`src/rtl/simmem_delay_releaser_pkg.sv`:
```
`default_nettype none
// ============================================================================
// Module   : simmem_pkg
// Brief    : Shared constants, per-entry state type and helpers for the
//            simulated-memory response delay releaser.
// Revision : 1.0 - initial release
// ============================================================================
package simmem_pkg;

    // Response channel indices
    localparam int CH_RDATA = 0;
    localparam int CH_WRESP = 1;

    // Condition of one (channel, ID) tracking entry
    typedef enum logic [1:0] {
        ENTRY_EMPTY   = 2'd0,  // nothing outstanding
        ENTRY_DELAY   = 2'd1,  // head request still waiting out its delay
        ENTRY_RELEASE = 2'd2   // head response may be released
    } entry_state_e;

    // Classify an entry from its outstanding flag and expired-counter flag
    function automatic entry_state_e entry_state(input logic busy, input logic expired);
        entry_state_e s;
        s = ENTRY_EMPTY;
        if (busy) begin
            s = expired ? ENTRY_RELEASE : ENTRY_DELAY;
        end
        return s;
    endfunction

endpackage
`default_nettype wire

```
`src/rtl/simmem_delay_releaser_if.sv`:
```
`default_nettype none
// ============================================================================
// Module   : simmem_delay_releaser_if
// Brief    : Request/response handshake and release-enable bundle between the
//            memory model environment (master) and the releaser (slave).
// Revision : 1.0 - initial release
// ============================================================================
interface simmem_delay_releaser_if #(
    parameter int NumChannels = 2,
    parameter int IDWidth     = 4
);
    logic [NumChannels-1:0]                   req_valid_i;
    logic [NumChannels-1:0][IDWidth-1:0]      req_id_i;
    logic [NumChannels-1:0]                   req_ready_o;
    logic [NumChannels-1:0]                   rsp_valid_i;
    logic [NumChannels-1:0]                   rsp_ready_i;
    logic [NumChannels-1:0][IDWidth-1:0]      rsp_id_i;
    logic [NumChannels-1:0][2**IDWidth-1:0]   release_en_o;

    modport slave (
        input  req_valid_i, req_id_i, rsp_valid_i, rsp_ready_i, rsp_id_i,
        output req_ready_o, release_en_o
    );

    modport master (
        output req_valid_i, req_id_i, rsp_valid_i, rsp_ready_i, rsp_id_i,
        input  req_ready_o, release_en_o
    );
endinterface
`default_nettype wire

```
`src/rtl/simmem_delay_releaser_id_tracker.sv`:
```
`default_nettype none
// ============================================================================
// Module   : simmem_releaser_id_tracker
// Brief    : Outstanding count and head-of-line delay counter for a single
//            (channel, ID) pair. Responses for one ID are released strictly
//            in order, each one waiting its own full delay.
// Revision : 1.0 - initial release
// ============================================================================
module simmem_releaser_id_tracker
    import simmem_pkg::*;
#(
    parameter int DelayWidth     = 8,
    parameter int MaxOutstanding = 4
) (
    input  logic                  clk_i,
    input  logic                  rst_i,
    input  logic [DelayWidth-1:0] cfg_delay_i,
    input  logic                  req_hs_i,   // request accepted for this ID
    input  logic                  rsp_hs_i,   // response handshake for this ID
    output logic                  full_o,
    output logic                  release_o,
    output logic                  rsp_err_o
);
    localparam int CntWidth = $clog2(MaxOutstanding + 1);

    logic [CntWidth-1:0]   cnt_q, cnt_d;
    logic [DelayWidth-1:0] dly_q, dly_d;
    entry_state_e          w_state;
    logic                  w_rsp_ok;

    assign w_state   = entry_state(cnt_q != '0, dly_q == '0);
    assign release_o = (w_state == ENTRY_RELEASE);
    assign full_o    = (cnt_q == CntWidth'(MaxOutstanding));

    // A response is only legal while the head is released; otherwise it is
    // flagged and ignored.
    assign w_rsp_ok  = rsp_hs_i & release_o;
    assign rsp_err_o = rsp_hs_i & ~release_o;

    // Next count / head counter from the request and legal-response events
    always_comb begin
        cnt_d = cnt_q;
        dly_d = dly_q;
        if (req_hs_i && w_rsp_ok) begin
            // One leaves, one arrives: the new head starts a fresh delay
            dly_d = cfg_delay_i;
        end else if (req_hs_i) begin
            cnt_d = cnt_q + CntWidth'(1);
            if (cnt_q == '0) begin
                dly_d = cfg_delay_i;
            end else if (dly_q != '0) begin
                dly_d = dly_q - DelayWidth'(1);
            end
        end else if (w_rsp_ok) begin
            cnt_d = cnt_q - CntWidth'(1);
            if (cnt_q > CntWidth'(1)) begin
                dly_d = cfg_delay_i;
            end
        end else if (dly_q != '0) begin
            dly_d = dly_q - DelayWidth'(1);
        end
    end

    // State registers
    always_ff @(posedge clk_i) begin
        if (rst_i) begin
            cnt_q <= '0;
            dly_q <= '0;
        end else begin
            cnt_q <= cnt_d;
            dly_q <= dly_d;
        end
    end

endmodule
`default_nettype wire

```
`src/rtl/simmem_delay_releaser.sv`:
```
`default_nettype none
// ============================================================================
// Module   : simmem_delay_releaser
// Brief    : Tracks outstanding requests per (channel, ID) and enables each
//            response for release only after its programmed delay.
// Revision : 1.0 - initial release
// ============================================================================
module simmem_delay_releaser
    import simmem_pkg::*;
#(
    parameter int NumChannels    = 2,
    parameter int IDWidth        = 4,
    parameter int DelayWidth     = 8,
    parameter int MaxOutstanding = 4
) (
    input  logic                                  clk_i,
    input  logic                                  rst_i,
    input  logic [NumChannels-1:0][DelayWidth-1:0] cfg_delay_i,
    simmem_delay_releaser_if.slave                bus,
    output logic                                  error_o
);
    localparam int NumIds = 2**IDWidth;

    logic [NumChannels-1:0][NumIds-1:0] w_full;
    logic [NumChannels-1:0][NumIds-1:0] w_release;
    logic [NumChannels-1:0][NumIds-1:0] w_rsp_err;
    logic [NumChannels-1:0][NumIds-1:0] w_req_hs;
    logic [NumChannels-1:0][NumIds-1:0] w_rsp_hs;
    logic [NumChannels-1:0]             w_req_ready;
    logic                               error_q, error_d;

    generate
        for (genvar c = 0; c < NumChannels; c++) begin : g_chan
            // Back-pressure only the ID that has hit its outstanding limit
            assign w_req_ready[c] = ~w_full[c][bus.req_id_i[c]];

            for (genvar i = 0; i < NumIds; i++) begin : g_id
                assign w_req_hs[c][i] = bus.req_valid_i[c] & w_req_ready[c]
                                      & (bus.req_id_i[c] == IDWidth'(i));
                assign w_rsp_hs[c][i] = bus.rsp_valid_i[c] & bus.rsp_ready_i[c]
                                      & (bus.rsp_id_i[c] == IDWidth'(i));

                simmem_releaser_id_tracker #(
                    .DelayWidth     (DelayWidth),
                    .MaxOutstanding (MaxOutstanding)
                ) u_tracker (
                    .clk_i       (clk_i),
                    .rst_i       (rst_i),
                    .cfg_delay_i (cfg_delay_i[c]),
                    .req_hs_i    (w_req_hs[c][i]),
                    .rsp_hs_i    (w_rsp_hs[c][i]),
                    .full_o      (w_full[c][i]),
                    .release_o   (w_release[c][i]),
                    .rsp_err_o   (w_rsp_err[c][i])
                );
            end
        end
    endgenerate

    assign bus.req_ready_o  = w_req_ready;
    assign bus.release_en_o = w_release;
    assign error_o          = error_q;

    // Any premature response on any channel latches the protocol error
    always_comb begin
        error_d = error_q | (|w_rsp_err);
    end

    // Sticky error register
    always_ff @(posedge clk_i) begin
        if (rst_i) begin
            error_q <= 1'b0;
        end else begin
            error_q <= error_d;
        end
    end

endmodule
`default_nettype wire
```
`src/flat_wrapper.sv`:
```
// flat-port wrapper written by rule: the top's interface ports become plain ports
module simmem_delay_releaser_flat import simmem_pkg::*;
#(
    parameter int NumChannels    = 2,
    parameter int IDWidth        = 4,
    parameter int DelayWidth     = 8,
    parameter int MaxOutstanding = 4
)
  (clk_i, rst_i, cfg_delay_i, error_o, bus_req_valid_i, bus_req_id_i, bus_rsp_valid_i, bus_rsp_ready_i, bus_rsp_id_i, bus_req_ready_o, bus_release_en_o);
  simmem_delay_releaser_if #(.NumChannels(NumChannels), .IDWidth(IDWidth)) bus_i ();
  input  logic clk_i;
  input  logic rst_i;
  input  logic [NumChannels-1:0][DelayWidth-1:0] cfg_delay_i;
  output logic error_o;
  input wire logic [$bits(bus_i.req_valid_i)-1:0] bus_req_valid_i;
  input wire logic [$bits(bus_i.req_id_i)-1:0] bus_req_id_i;
  input wire logic [$bits(bus_i.rsp_valid_i)-1:0] bus_rsp_valid_i;
  input wire logic [$bits(bus_i.rsp_ready_i)-1:0] bus_rsp_ready_i;
  input wire logic [$bits(bus_i.rsp_id_i)-1:0] bus_rsp_id_i;
  output wire logic [$bits(bus_i.req_ready_o)-1:0] bus_req_ready_o;
  output wire logic [$bits(bus_i.release_en_o)-1:0] bus_release_en_o;
  assign bus_i.req_valid_i = bus_req_valid_i;
  assign bus_i.req_id_i = bus_req_id_i;
  assign bus_i.rsp_valid_i = bus_rsp_valid_i;
  assign bus_i.rsp_ready_i = bus_rsp_ready_i;
  assign bus_i.rsp_id_i = bus_rsp_id_i;
  assign bus_req_ready_o = bus_i.req_ready_o;
  assign bus_release_en_o = bus_i.release_en_o;
  simmem_delay_releaser #(.NumChannels(NumChannels), .IDWidth(IDWidth), .DelayWidth(DelayWidth), .MaxOutstanding(MaxOutstanding)) u_core (.clk_i(clk_i), .rst_i(rst_i), .cfg_delay_i(cfg_delay_i), .bus(bus_i), .error_o(error_o));
endmodule
```
`config.mk`:
```
export PLATFORM = sky130hd
export DESIGN_NAME = simmem_delay_releaser_flat
export DESIGN_NICKNAME = d
export VERILOG_FILES = /design/src/rtl/simmem_delay_releaser_pkg.sv /design/src/rtl/simmem_delay_releaser_if.sv /design/src/rtl/simmem_delay_releaser_id_tracker.sv /design/src/rtl/simmem_delay_releaser.sv /design/src/flat_wrapper.sv
export SDC_FILE = /design/constraint.sdc
export NUM_CORES = 1
export LEC_CHECK = 0
export ABC_AREA = 1
export BUFFER_PORTS_ARGS = -buffer_cell sky130_fd_sc_hd__buf_2
export CAP_MARGIN = 20
export CELL_PAD_IN_SITES_DETAIL_PLACEMENT = 1
export CELL_PAD_IN_SITES_GLOBAL_PLACEMENT = 1
export CORE_ASPECT_RATIO = 0.9
export CORE_UTILIZATION = 45
export CTS_CLUSTER_DIAMETER = 80
export DETAILED_ROUTE_END_ITERATION = 7
export PLACE_DENSITY_LB_ADDON = 0.1
export SLEW_MARGIN = 0
export SYNTH_ARGS = -nofsm -noshare
export SYNTH_HDL_FRONTEND = slang
export SYNTH_SLANG_ARGS = --single-unit
export TNS_END_PERCENT = 20
```
`constraint.sdc`:
```
create_clock -name clk_i -period 2.8 [get_ports clk_i]
set_input_delay 0.28 -clock clk_i [delete_from_list [all_inputs] [get_ports clk_i]]
set_output_delay 0.28 -clock clk_i [all_outputs]
set_load 0.05 [all_outputs]
```
==> run summary <==
The cell sitting at the root of the clock tree is a clkbuf_16. The worst register-to-register path begins at u_core.g_chan[0].g_id[7].u_tracker.cnt_q[0]. The worst hold slack came out at 0.0902 ns. The worst endpoint required time came out at 2.52 ns. The global route total overflow came out at 0. The clock skew is 0.0200 ns. The number of pins exceeding their max-slew limit in the final report is 0. The clock tree from TritonCTS is built. The number of sinks on the clock net came out at 353. The clock tree synthesis step divided the H-tree into 2 levels. The congestion estimate from routability-driven global placement came to 0.918.

The die is 260 µm tall. The first global-routing pass estimated 201000 µm of wire. On the critical path the largest part of the delay comes from simple AND/OR/NAND/NOR gates. The initial DRC count came out at 2536. The total die area came out at 0.0749 mm².

The worst path in the final design needs a cycle of 2.71 ns, including I/O delays and setup. The critical-path cell with the highest stage delay is dfxtp_1. The run finished, with violations left. The min-delay analysis places its worst path in the category in -> reg. Power spread over the standard cell area amounts to 1080 mW/mm².

The pin slew with the least headroom to its limit is 1.09 ns. The maximum single-stage delay on the critical path came out at 0.39 ns. The insertion delay of the later-clocked pin in the worst-skew pair came out at 0.61 ns. The post-synthesis to final-layout area growth is 11.6%. The number of buffers added on ports is 74.

The total buffers and inverters traversed by the critical path is 3. The core footprint is 0.0730 mm². Across all register-to-register paths, the minimum setup slack is 0.13 ns.

The via count of the first global-routing pass came out at 37737. The count of final setup violators is 0. The total routing resource utilization after global routing is 32.9%. The starting density of the core is 45.5%. The total nets after synthesis is 6068. The top cell type's share of synthesized area is 21.3%. In this run the most critical hold path is launched from cfg_delay_i[2]. The startpoint type of the worst setup path is a flip-flop.

The number of cells on the worst reg-to-reg path is 14. Static timing analysis puts the maximum clock frequency at 0.369 GHz. The remaining number of nets flagged by the antenna check after routing is 0.

The final route contains 38545 vias. The most numerous cell type found on the critical path is nand2_1. The number of buffers created by CTS came out at 48. The tightest slew margin relative to the limit came out at 27.0%. For this run, the register share of the synthesized area comes to 21.3%.

dfxtp_1 takes more of the synthesized area than any other cell. Ranked by total cell area, the synthesized netlist is headed by dfxtp_1 21%, nand2_1 20%, nand3_1 8.8%, inv_1 8.3%, nor2_1 7.6%. Of the available clock period, the critical path in the final layout requires 96.9%. The pin count of the biggest net entering global routing is 151. Walking the worst path, the cells encountered are inv_1, ha_1, nand3_1, nand2_1, nand2_1, nand2_1, nand2_1, nand2_2, nor2_4, buf_12, buf_6. The worst hold path terminates at u_core.g_chan[0].g_id[9].u_tracker.dly_q[2].

The number of warning messages in the yosys log came out at 0. IR analysis of the VDD net gives a maximum drop of 714 µV. The area of the mapped netlist came out at 0.0332 mm². The checks that failed: design-rule violations. The number of iterations in the first detailed-routing pass came out at 8.

The clock-pin slew on the worst setup and hold paths came out at 0.05 ns. The final hold violation count is 0. The cell count after synthesis came out at 5841. The cell depth of the worst hold path came out at 5. The routed via count divided by cell count came out at 5.58. The number of antenna violations at the first check in global routing came out at 4. The worst register-to-register path ends at u_core.g_chan[0].g_id[13].u_tracker.dly_q[5].

The I/O pin count is 75. The total leakage power came out at 0.0190 µW. The number of nets in the layout came out at 6132. The post-layout instance area is 0.0371 mm². The total DRC errors in the routed layout came out at 6. STA classifies the critical path endpoint as an output pin.

The placement-stage cell area is 0.0351 mm². The arrival time at the worst endpoint is 2.43 ns. The detailed placer's ending HPWL is 90700 µm. By startpoint and endpoint, the worst setup path is classified as reg -> out. Summed over all layers, the routed wires come to 126000 µm. The floorplan step set the die width to 288 µm.

The mean area per synthesized cell came out at 5.69 µm². The detailed-route wire length per cell is 18.3 µm. The number of library cell types mapped by synthesis is 40. Cells with a size suffix above 1 make up 8.62% of the layout. The row count came out at 94.

The post-synthesis register bit count is 353. The tool flagged a number of max-cap violations equal to 0. Along the worst path, the maximum fanout reaches 13.

No sink is reached through more buffers than the 3 on the longest clock path.
[cell usage in the layout (no fill, tap or decap), types with 6 or more instances in the layout]
master,instances
nand2_1,1734
inv_1,729
nor2_1,674
nand3_1,577
o21ai_0,395
dfxtp_1,346
a21oi_1,321
nand4_1,220
ha_1,187
buf_4,168
xor2_1,120
buf_2,69
or2_2,51
clkbuf_16,51
nor3_1,26
inv_2,25
nand2_2,23
o211ai_1,23
clkinv_1,21
nor2_2,20
nand4_2,18
clkbuf_1,15
nand3_2,14
buf_12,12
and3_1,11
clkbuf_8,11
nand4_4,10
xnor2_1,7
dfxtp_2,7
nand3b_1,6
[power breakdown]
part | switching (µW) | internal (µW)
sequential | 1280 | 6790
clock | 2610 | 3950
combinational | 16200 | 9000
[logic make-up after synthesis]
family	count (synthesis)	synth area share, %
compound gates	747	11.4
simple gates	3405	44.6
xor+xnor	127	3.35
fa+ha+maj	187	7.05
flops	353	21.3
buf+inv	1022	12.3
[state kept, by name (all words and copies together), names as in the netlist]
signal,count
u_core.error_o,1
u_core.g_chan.g_id.u_tracker.cnt_q,96
u_core.g_chan.g_id.u_tracker.dly_q,256
[cell type report]
cell class / instances / area, µm²
sequential: 353 / 7080
fill: 10518 / 36000
clock buffer: 75 / 1430
multi-input combinational: 4466 / 22200
antenna: 3 / 7.51
tap: 960 / 1200
inverter: 777 / 2920
clock inverter: 10 / 179
timing repair buffer: 259 / 2010
[worst max path at each step]
stage,startpoint,cells past startpoint,slack [ns],end
2_1_floorplan,u_core.g_chan[1].g_id[15].u_tracker.cnt_q[0],15,0.69,u_core.g_chan[1].g_id[8].u_tracker.cnt_q[2]
3_5_place_dp,u_core.g_chan[1].g_id[7].u_tracker.cnt_q[0],15,0.02,u_core.g_chan[1].g_id[11].u_tracker.cnt_q[0]
3_3_place_gp,u_core.g_chan[1].g_id[7].u_tracker.cnt_q[0],15,0.11,u_core.g_chan[1].g_id[11].u_tracker.cnt_q[0]
6_report,u_core.g_chan[1].g_id[9].u_tracker.cnt_q[0],11,0.09,bus_req_ready_o[1]
5_1_grt,u_core.g_chan[1].g_id[13].u_tracker.dly_q[3],10,-0.002,u_core.g_chan[1].g_id[13].u_tracker.dly_q[7]
4_1_cts,u_core.g_chan[0].g_id[13].u_tracker.cnt_q[0],7,0.003,bus_release_en_o[13]
[metrics by stage]
step                utilization, %  cells  power, µW  setup slack, ns  setup TNS [ns]
floorplan                        -   5841      26600            0.694               0
global placement              48.1   6807      31800            0.110               0
detailed placement            48.1   6807      32800           0.0156               0
CTS                           50.4   6895      39700          0.00286               0
global route                  50.7   6901      43900         -0.00241        -0.00241
finish                        50.7   6903      39800           0.0873               0
[worst min-delay path, stage by stage]
cell and delay, ns:
buf_2 0.13, nand2_1 0.07, nand3_1 0.07, nand2_1 0.06
nor2_1 0.03
[synth_stat cells]
cell and count:
o22ai_1 1, nand4_1 220, nor3_4 2, nand3_2 10, a21oi_1 321, nand4_2 23
nand3_1 586, clkinv_1 21, nor3b_2 1, ha_1 187, dfxtp_1 353, buf_1 6
nor2_2 20, clkbuf_1 147, buf_4 39, nand2_1 1747, nor2_4 2, buf_2 48
nor2_1 675, nand3b_1 6, nor3_1 26, xor2_1 120, nor2_8 1, inv_1 732
or2_2 51, o21ai_0 396, and3_1 11, nand2_4 1, nor3b_1 5, o211ai_1 23
xnor2_1 7, nand2_2 10, o21bai_1 2, inv_2 24, buf_6 4, buf_8 1
o21ai_1 4, nor4_1 2, nand4_4 5, nor3_2 1
[repair_timing]
| item | 4_1_cts | 5_1_grt |
|---|---|---|
| setup buffers | 1 | 3 |
| gates cloned | 1 | 2 |
| hold endpoints to repair | 14 | 0 |
| hold buffers | 1 | 0 |
| gates resized for setup | 5 | 48 |
| setup endpoints to repair | 10 | 225 |
| pin swaps | 1 | 4 |
[per-layer routing]
layer	GRT usage [%]	wire length (µm)	up-vias
li1	-	-	18798
met1	46.3	59000	18534
met2	52.7	56000	1015
met3	3.98	8200	196
met4	8.91	3050	2
met5	0	13	-
Power figures use the tool's default switching activity.
